[config.mk]
export PLATFORM = sky130hd
export DESIGN_NAME = vga_timing_receiver
export DESIGN_NICKNAME = d
export VERILOG_FILES = /design/src/rtl/vga_timing_receiver.sv
export SDC_FILE = /design/constraint.sdc
export NUM_CORES = 1
export LEC_CHECK = 0
export BUFFER_PORTS_ARGS = -buffer_cell sky130_fd_sc_hd__clkbuf_2
export CORE_ASPECT_RATIO = 1.25
export CORE_MARGIN = 5
export CORE_UTILIZATION = 54
export CTS_CLUSTER_DIAMETER = 60
export DETAILED_ROUTE_END_ITERATION = 6
export PLACE_DENSITY_LB_ADDON = 0.08
export SYNTH_ARGS = -nofsm -noshare
export SYNTH_HDL_FRONTEND = slang
export SYNTH_SLANG_ARGS = --single-unit
[constraint.sdc]
create_clock -name iVGA_CLK -period 3.9 [get_ports iVGA_CLK]
set_clock_uncertainty 0.05 [all_clocks]
set_input_delay 0.195 -clock iVGA_CLK [delete_from_list [all_inputs] [get_ports iVGA_CLK]]
set_output_delay 0.195 -clock iVGA_CLK [all_outputs]
set_load 0.05 [all_outputs]
[src/rtl/vga_timing_receiver.sv]
// vga_timing_receiver
//   Sink end of a VGA pixel interface. Registers HS/VS/BLANK_n/RGB once,
//   recovers active-pixel coordinates and checks the frame geometry. After
//   LOCK_FRAMES consecutive good frames it locks and emits registered pixels.
//
// Optional feature macro: CAPTURE_CRC_EN
//   Defined   : CRC-16-CCITT of each locked frame's valid pixels is reported
//               on oFRAME_CRC.
//   Undefined : no CRC logic; oFRAME_CRC is tied to 0.
//
// Ports
//   iVGA_CLK      pixel clock, all logic on posedge
//   reset         synchronous, active-high
//   iHS, iVS      syncs, active low
//   iBLANK_n      1 = active pixel
//   r_data/g_data/b_data  colour channels, COLORW bits each
//   oX, oY        active column / row of the emitted pixel
//   oRGB          {b,g,r} of the emitted pixel
//   oPIX_VALID    oX/oY/oRGB valid this cycle
//   oFRAME_START  first valid pixel of a locked frame
//   oLOCKED       geometry lock
//   oERR          1-cycle pulse: bad frame seen while locked
//   oFRAME_CNT    good locked frames (wrapping)
//   oFRAME_CRC    CRC of the last locked frame
module vga_timing_receiver #(
   parameter int unsigned COLORW      = 4,
   parameter int unsigned H_ACTIVE    = 640,
   parameter int unsigned V_ACTIVE    = 480,
   parameter int unsigned LOCK_FRAMES = 2
) (
   input  logic                  iVGA_CLK,
   input  logic                  reset,
   input  logic                  iHS,
   input  logic                  iVS,
   input  logic                  iBLANK_n,
   input  logic [COLORW-1:0]     r_data,
   input  logic [COLORW-1:0]     g_data,
   input  logic [COLORW-1:0]     b_data,
   output logic [9:0]            oX,
   output logic [8:0]            oY,
   output logic [3*COLORW-1:0]   oRGB,
   output logic                  oPIX_VALID,
   output logic                  oFRAME_START,
   output logic                  oLOCKED,
   output logic                  oERR,
   output logic [15:0]           oFRAME_CNT,
   output logic [15:0]           oFRAME_CRC
);

   localparam int unsigned RgbW = 3 * COLORW;
   localparam logic [10:0] HActW = 11'(H_ACTIVE);
   localparam logic [9:0]  VActW = 10'(V_ACTIVE);
   localparam logic [2:0]  LockW = 3'(LOCK_FRAMES);

   typedef enum logic [1:0] {StSearch, StMeasure, StLocked} state_e;

   // Input stage plus one extra stage of the syncs for edge detection
   logic            hs_q, hs_q2, vs_q, vs_q2, blank_q;
   logic [RgbW-1:0] rgb_q;

   state_e          state_q, state_d;
   logic [10:0]     hcnt_q, hcnt_d;
   logic [9:0]      vcnt_q, vcnt_d;
   logic            frame_bad_q, frame_bad_d;
   logic [2:0]      good_q, good_d;
   logic [15:0]     cnt_q, cnt_d;
   logic            err_q, err_d;
   logic [9:0]      x_q, x_d;
   logic [8:0]      y_q, y_d;
   logic [RgbW-1:0] rgb_out_q, rgb_out_d;
   logic            valid_q, valid_d;
   logic            fs_q, fs_d;

   logic            hs_fall, vs_fall, line_cnt, line_bad, frame_bad_eff, frame_good, pix_valid;
   logic [9:0]      vcnt_line;

   always_comb begin
      hs_fall   = hs_q2 & ~hs_q;
      vs_fall   = vs_q2 & ~vs_q;
      // Line closed before frame so a coincident HS/VS still counts the last line
      line_cnt  = hs_fall && (hcnt_q != 11'd0);
      line_bad  = line_cnt && (hcnt_q != HActW);
      vcnt_line = (line_cnt && (vcnt_q != 10'h3FF)) ? vcnt_q + 10'd1 : vcnt_q;
      frame_bad_eff = frame_bad_q | line_bad;
      frame_good    = (vcnt_line == VActW) && !frame_bad_eff;
      pix_valid     = (state_q == StLocked) && blank_q && (hcnt_q < HActW) && (vcnt_q < VActW);
   end

   always_comb begin
      hcnt_d      = hcnt_q;
      vcnt_d      = vs_fall ? 10'd0 : vcnt_line;
      frame_bad_d = vs_fall ? 1'b0 : frame_bad_eff;
      if (hs_fall) begin
         hcnt_d = 11'd0;
      end else if (blank_q && (hcnt_q != 11'h7FF)) begin
         hcnt_d = hcnt_q + 11'd1;
      end
   end

   // Geometry FSM: verdict taken only at frame end
   always_comb begin
      state_d = state_q;
      good_d  = good_q;
      cnt_d   = cnt_q;
      err_d   = 1'b0;
      if (vs_fall) begin
         unique case (state_q)
            StSearch: begin
               state_d = StMeasure;
               good_d  = 3'd0;
            end
            StMeasure: begin
               if (frame_good) begin
                  good_d = good_q + 3'd1;
                  if (good_q + 3'd1 == LockW) state_d = StLocked;
               end else begin
                  good_d = 3'd0;
               end
            end
            StLocked: begin
               if (frame_good) begin
                  cnt_d = cnt_q + 16'd1;
               end else begin
                  err_d   = 1'b1;
                  good_d  = 3'd0;
                  state_d = StMeasure;
               end
            end
            default: state_d = StSearch;
         endcase
      end
   end

   // Pixel outputs hold their last value while not valid
   always_comb begin
      x_d       = x_q;
      y_d       = y_q;
      rgb_out_d = rgb_out_q;
      valid_d   = pix_valid;
      fs_d      = pix_valid && (hcnt_q == 11'd0) && (vcnt_q == 10'd0);
      if (pix_valid) begin
         x_d       = hcnt_q[9:0];
         y_d       = vcnt_q[8:0];
         rgb_out_d = rgb_q;
      end
   end

   always_ff @(posedge iVGA_CLK) begin
      if (reset) begin
         hs_q        <= 1'b1;
         hs_q2       <= 1'b1;
         vs_q        <= 1'b1;
         vs_q2       <= 1'b1;
         blank_q     <= 1'b0;
         rgb_q       <= '0;
         state_q     <= StSearch;
         hcnt_q      <= '0;
         vcnt_q      <= '0;
         frame_bad_q <= 1'b0;
         good_q      <= '0;
         cnt_q       <= '0;
         err_q       <= 1'b0;
         x_q         <= '0;
         y_q         <= '0;
         rgb_out_q   <= '0;
         valid_q     <= 1'b0;
         fs_q        <= 1'b0;
      end else begin
         hs_q        <= iHS;
         hs_q2       <= hs_q;
         vs_q        <= iVS;
         vs_q2       <= vs_q;
         blank_q     <= iBLANK_n;
         rgb_q       <= {b_data, g_data, r_data};
         state_q     <= state_d;
         hcnt_q      <= hcnt_d;
         vcnt_q      <= vcnt_d;
         frame_bad_q <= frame_bad_d;
         good_q      <= good_d;
         cnt_q       <= cnt_d;
         err_q       <= err_d;
         x_q         <= x_d;
         y_q         <= y_d;
         rgb_out_q   <= rgb_out_d;
         valid_q     <= valid_d;
         fs_q        <= fs_d;
      end
   end

`ifdef CAPTURE_CRC_EN
   logic [15:0] crc_q, crc_d, fcrc_q, fcrc_d;

   // CRC-16-CCITT (0x1021), MSB first, no reflection
   function automatic logic [15:0] crc_step(input logic [15:0] c, input logic [RgbW-1:0] d);
      logic [15:0] r;
      r = c;
      for (int i = RgbW - 1; i >= 0; i--) begin
         r = {r[14:0], 1'b0} ^ ((r[15] ^ d[i]) ? 16'h1021 : 16'h0000);
      end
      return r;
   endfunction

   always_comb begin
      crc_d  = crc_q;
      fcrc_d = fcrc_q;
      if (vs_fall) begin
         crc_d = 16'hFFFF;
         if (state_q == StLocked) fcrc_d = crc_q;
      end else if (pix_valid) begin
         crc_d = crc_step(crc_q, rgb_q);
      end
   end

   always_ff @(posedge iVGA_CLK) begin
      if (reset) begin
         crc_q  <= 16'hFFFF;
         fcrc_q <= '0;
      end else begin
         crc_q  <= crc_d;
         fcrc_q <= fcrc_d;
      end
   end

   assign oFRAME_CRC = fcrc_q;
`else
   assign oFRAME_CRC = '0;
`endif

   assign oX           = x_q;
   assign oY           = y_q;
   assign oRGB         = rgb_out_q;
   assign oPIX_VALID   = valid_q;
   assign oFRAME_START = fs_q;
   assign oLOCKED      = (state_q == StLocked);
   assign oERR         = err_q;
   assign oFRAME_CNT   = cnt_q;

endmodule

# Yosys cells after proc, flatten, opt, wreduce, memory -nomap -nowiden
# Cells that the tools add are included.
classes:
  n_addsub: 4
  n_reduce_logical: 22
  eq_ne: 10
  mux: 9
  n_bitwise: 7
  order_cmp: 2
op_table:
  columns: ["op", "n"]
  rows:
  - ["adder 16 x 1 -> 16 bit, second input constant", 1]
  - ["adder 11 x 1 -> 11 bit, second input constant", 1]
  - ["zero test 11 bit", 1]
  - ["< comparator 11 x 10 -> 1 bit, second input constant", 1]
  - ["inequality test 11 x 10 -> 1 bit, second input constant", 1]
  - ["inequality test 11 bit, second input constant", 1]
  - ["nonzero test 11 bit", 1]
  - ["adder 10 x 1 -> 10 bit, second input constant", 1]
  - ["== test 10 x 9 -> 1 bit, second input constant", 1]
  - ["logical AND 1 bit", 10]
  - ["zero test 10 bit", 1]
  - ["< comparator 10 x 9 -> 1 bit, second input constant", 1]
  - ["2-to-1 mux 10 bit", 1]
  - ["inequality test 10 bit, second input constant", 1]
  - ["one-hot mux 3 bit (3 select lines)", 1]
  - ["2-to-1 mux 2 bit", 3]
  - ["2-to-1 mux 3 bit", 2]
  - ["inequality test 2 bit, second input constant", 3]
  - ["one-hot mux 2 bit (3 select lines)", 1]
  - ["AND reduction 3 bit", 2]
  - ["NOT 1 bit", 4]
  - ["AND reduction 4 bit", 1]
  - ["OR reduction 2 bit", 2]
  - ["adder 3 x 1 -> 3 bit, second input constant", 1]
  - ["10 further kinds", 11]
totals:
  out_inout_bits: 67
  regBits: 94

# Longest topological paths before layout
depth:
  depth_word: 9
  depth_mapped: 12
  mapped_depth_nobuf: 9

# Worst setup path after synthesis
# OpenSTA, ideal clock, no wires.
synth_timing:
  path_type: "register -> register"
  from: "register hcnt_q[0]"
  to: "register cnt_q[12] (netlist: oFRAME_CNT[12])"
  path_buffers: 2
  setup_slack_ns: 0.947
  t_arrival_ns: 2.843
  path_stages_with_launch: 12
  path_cell_list: "dfxtp_1 > inv_1 > ha_1 > nor4b_1 > and3_1 > buf_6 > or4_4 > a21bo_1 > a2111o_1 > buf_6 > or4_1 > nand2_1"
synth_via:
  elab_chain_len: 7
synth_rtl:
  columns: ["item", "line", "source"]
  rows:
  - ["start: declaration", "62", "logic [10:0] hcnt_q, hcnt_d;"]
  - ["start signal: assignment", "176", "hcnt_q <= hcnt_d;"]
  - ["nonzero test 11 bit", "81", "line_cnt = hs_fall && (hcnt_q != 11'd0);"]
  - ["logical AND 1 bit", "81", null]
  - ["logical AND 1 bit, on equally long branches", "83, 82", null]
  - ["2-to-1 mux 10 bit or bitwise OR 1 bit (tied branches)", "83, 84", null]
  - ["== test 10 x 9 -> 1 bit or zero test 1 bit (tied branches)", "85", "frame_good = (vcnt_line == VActW) && !frame_bad_eff;"]
  - ["logical AND 1 bit (*)", "85", null]
  - ["AND reduction 3 bit (no line) (*)", null, null]
  - ["end signal: assignment", "180", "cnt_q <= cnt_d;"]
  - ["end: declaration", "66", "logic [15:0] cnt_q, cnt_d;"]
# Mark *: on every way between the ends. The rest lies on a longest branch, timed or not.
# A chain may end at the register's enable or synchronous reset.

# Final worst setup path
layout_timing:
  from: "register hcnt_q[0]"
  to: "register cnt_q[8] (netlist: oFRAME_CNT[8])"
# Same word-level chain as after synthesis.

==> metrics <==
routability-driven placement congestion ratio 0.8631; shortest period the worst path allows 3.255 ns; R2R setup slack 0.65 ns; TritonCTS buffer count 9; crit path DAT 3.50 ns; Synth Instances 495; Die Y 107.6 um; vias per inst 5.392; clk_lat worst skew 0.37 ns; Crit Path Category reg2reg; Total Die Area 9477 um^2; final hold violations 0; worst reg2reg path depth 9; post-CTS sizing 0; Primary FF master, synth dfxtp_1; hold-critical path depth 2; Setup TNS 0 ns; status complete, no violations; global-route wire length before repair 14920 um; Area growth syn-to-layout 15.17%; Leak 1.787 nW; die width 88.08 um; number of enable flip-flop cells after synthesis 0; total count of max-transition violations in the final report 0; post-cts hold buffer count 15; mux share of post-synthesis cell area 0.2432%; Post-route DRC 0; clock tree from TritonCTS yes; highest metal used met4; total placed cells including tap cells 628; Clock Path Buffers 2; initial antenna violation count 0; Fin Hold WS 0.3764 ns; class of the most critical hold timing path reg2reg; filler cell count in the final layout 666; count of state elements after synthesis 94; Req. time, crit path 4.15 ns; period utilisation layout 83.46%; main combinational cell family by area after synthesis simple AND/OR/NAND/NOR gates; transition time at the pin with the least slew margin 0.8209 ns; io pins 84; VDD IR max 0.2609 mV; total wire length after detailed routing 8712 um; root buffer cell clkbuf_8; pin count of the biggest net entering global routing 69; aggregate global routing overflow 0; Nets 586; count of TritonRoute iterations in the first routing pass 4; fraction of registers with async set/reset 0%; Post-Route M1 WL 3845 um; number of antenna cells inserted 0; RSZ-0062 raised after global routing no; starting density of the core 55.60%; vias in the first global route 3259; crit start category register; fraction of layout cells with a size suffix above 1 17.11%; Overall Global Routing Usage 19.46%; setup slack after layout 0.6452 ns; wire per inst 13.22 um; power per standard cell area 367.0 nW/um^2; met2 wirelength from detailed routing 4371 um; CTS HTree Levels 3; starting DRC count in detailed routing 135; area of the core 7401 um^2; overall via count from detail_route 3553; clock input transition at the sequential cells of the worst setup and hold paths 0.10 ns; Yosys warning total 0; post-synthesis adder-cell area fraction 2.128%; post-route insts no fill 659; synthesized area per cell 8.314 um^2; total standard cell area after synthesis 4115 um^2; count of clock tree sinks 94; setup slack at placement 0.6519 ns; simple-gate portion of the synthesized area 26.18%; # setup viols final 0; half-perimeter wire length after placement 5791 um; endpoint type of the worst setup path register; Slew Limit Headroom 45.14%; largest fanout on the critical path 22; postcts setup bufs 0; highest attainable clock frequency 307.2 MHz; reported max-cap violation count 0; xor/xnor cell area share of the yosys netlist 3.405%; share of synthesized area occupied by flip-flops and latches 45.73%; Met3 Routed Length 368 um; IO buf count 67; Post-DRT Antenna Nets 0; post-synth cell types 49; number of standard-cell rows in the floorplan 35; synthesized-area fraction occupied by ao, oa, aoi and oai cells 14.32%
-- path summary, 6_finish.rpt --
| kind | end | start |
|---|---|---|
| min | oRGB[1] | rgb_q[1] |
| max reg2reg | oFRAME_CNT[8] | hcnt_q[0] |
| min reg2reg | oRGB[1] | rgb_q[1] |
| max | oFRAME_CNT[8] | hcnt_q[0] |
-- layer usage --
metal | vias up | GRT usage [%]
met3 | 10 | 3.675
met2 | 63 | 33.19
met1 | 1666 | 24.57
met4 | 0 | 6.156
li1 | 1814 | -
met5 | - | 0
-- cell usage after synthesis (all sizes together), types with 2 or more instances --
cell     count  area (um^2)
dfxtp       94         1882
nand2       94        352.8
a21oi       46        230.2
nor2        28        105.1
buf         27        197.7
nand3       20        100.1
clkbuf      18        67.56
inv         15        56.30
nor2b       15        93.84
o21ai       15        75.07
nand4       11        68.82
or4          9        71.32
xnor2        8        70.07
xor2         8        70.07
ha           7        87.58
nor3         7        35.03
o211ai       7        52.55
and3         6        37.54
or2          6        37.54
or3          6        37.54
nor4         5        31.28
and4         4        37.54
o41ai        4        35.03
a2111oi      3        27.53
a211oi       3        22.52
nand2b       3        18.77
o22ai        3        18.77
o311ai       3        26.28
o31ai        3        22.52
a2111o       2        22.52
nand3b       2        15.01
nor4b        2        17.52
-- flip-flops by register name (all words and copies together) (netlist names), 2 cells and up --
register / flops
oX: 10
state_q: 2
oY: 9
hcnt_q: 11
oRGB: 12
good_q: 3
rgb_q: 12
vcnt_q: 10
oFRAME_CNT: 16
-- power breakdown --
| part | switching (mW) | internal (mW) | total (mW) |
|---|---|---|---|
| Sequential | 0.00630 | 0.970 | 0.977 |
| Clock | 0.360 | 0.304 | 0.664 |
| Combinational | 0.0695 | 0.0296 | 0.0991 |
-- through the flow --
stage	cell area [um^2]	total power [mW]	util, %
5_1_grt	4740	1.803	64.04
3_3_place_gp	4387	1.084	59.27
4_1_cts	4740	1.754	64.04
3_5_place_dp	4387	1.085	59.27
2_1_floorplan	4172	1.082	-
6_report	4740	1.740	64.04
-- kinds of logic after synthesis --
group | count (synthesis)
DFF | 94
buffers and inverters | 61
adders and majority gates | 7
other | 1
and+or+nand+nor | 220
muxes | 1
xor gates and xnor gates | 16
AOI/OAI and AO/OA | 95
-- critical path: stages, from the launching register on --
cell and delay [ns]:
dfxtp_1 0.42, inv_1 0.06, ha_1 0.19, nor4b_1 0.14, and3_1 0.24, or4_4 0.54, a21bo_1 0.26, a2111o_1 0.66
or4_1 0.54, o21ai_0 0.08
-- cell usage in the layout (no fill, tap or decap), types with 3 or more instances in the layout --
master / n
and3_1: 6
o22ai_1: 3
nand4_1: 11
o311ai_0: 3
nor2b_1: 15
buf_4: 4
ha_1: 7
o21ai_0: 15
nand2_1: 94
clkbuf_8: 9
nor4_1: 5
o211ai_1: 7
dfxtp_1: 94
clkbuf_2: 67
xor2_1: 8
nor3_1: 7
o31ai_1: 3
nand2b_1: 3
a21oi_1: 46
a211oi_1: 3
dlygate4sd3_1: 15
inv_1: 15
nor2_1: 28
or2_2: 6
and4_1: 3
o41ai_1: 4
or4_1: 8
conb_1: 16
xnor2_1: 8
or3_1: 6
nand3_1: 20
-- area by class of cell --
| class | instances | area [um^2] | share of cell area [%] |
|---|---|---|---|
| sequential | 94 | 1882 | 39.70 |
| inverter | 16 | 60.06 | 1.267 |
| clock buffer | 9 | 123.9 | 2.614 |
| clock inverter | 7 | 78.83 | 1.663 |
| timing repair buffer | 86 | 515.5 | 10.88 |
| tap | 92 | 115.1 | 2.429 |
| multi-input combinational | 355 | 1964 | 41.45 |
Power figures use the tool's default switching activity.
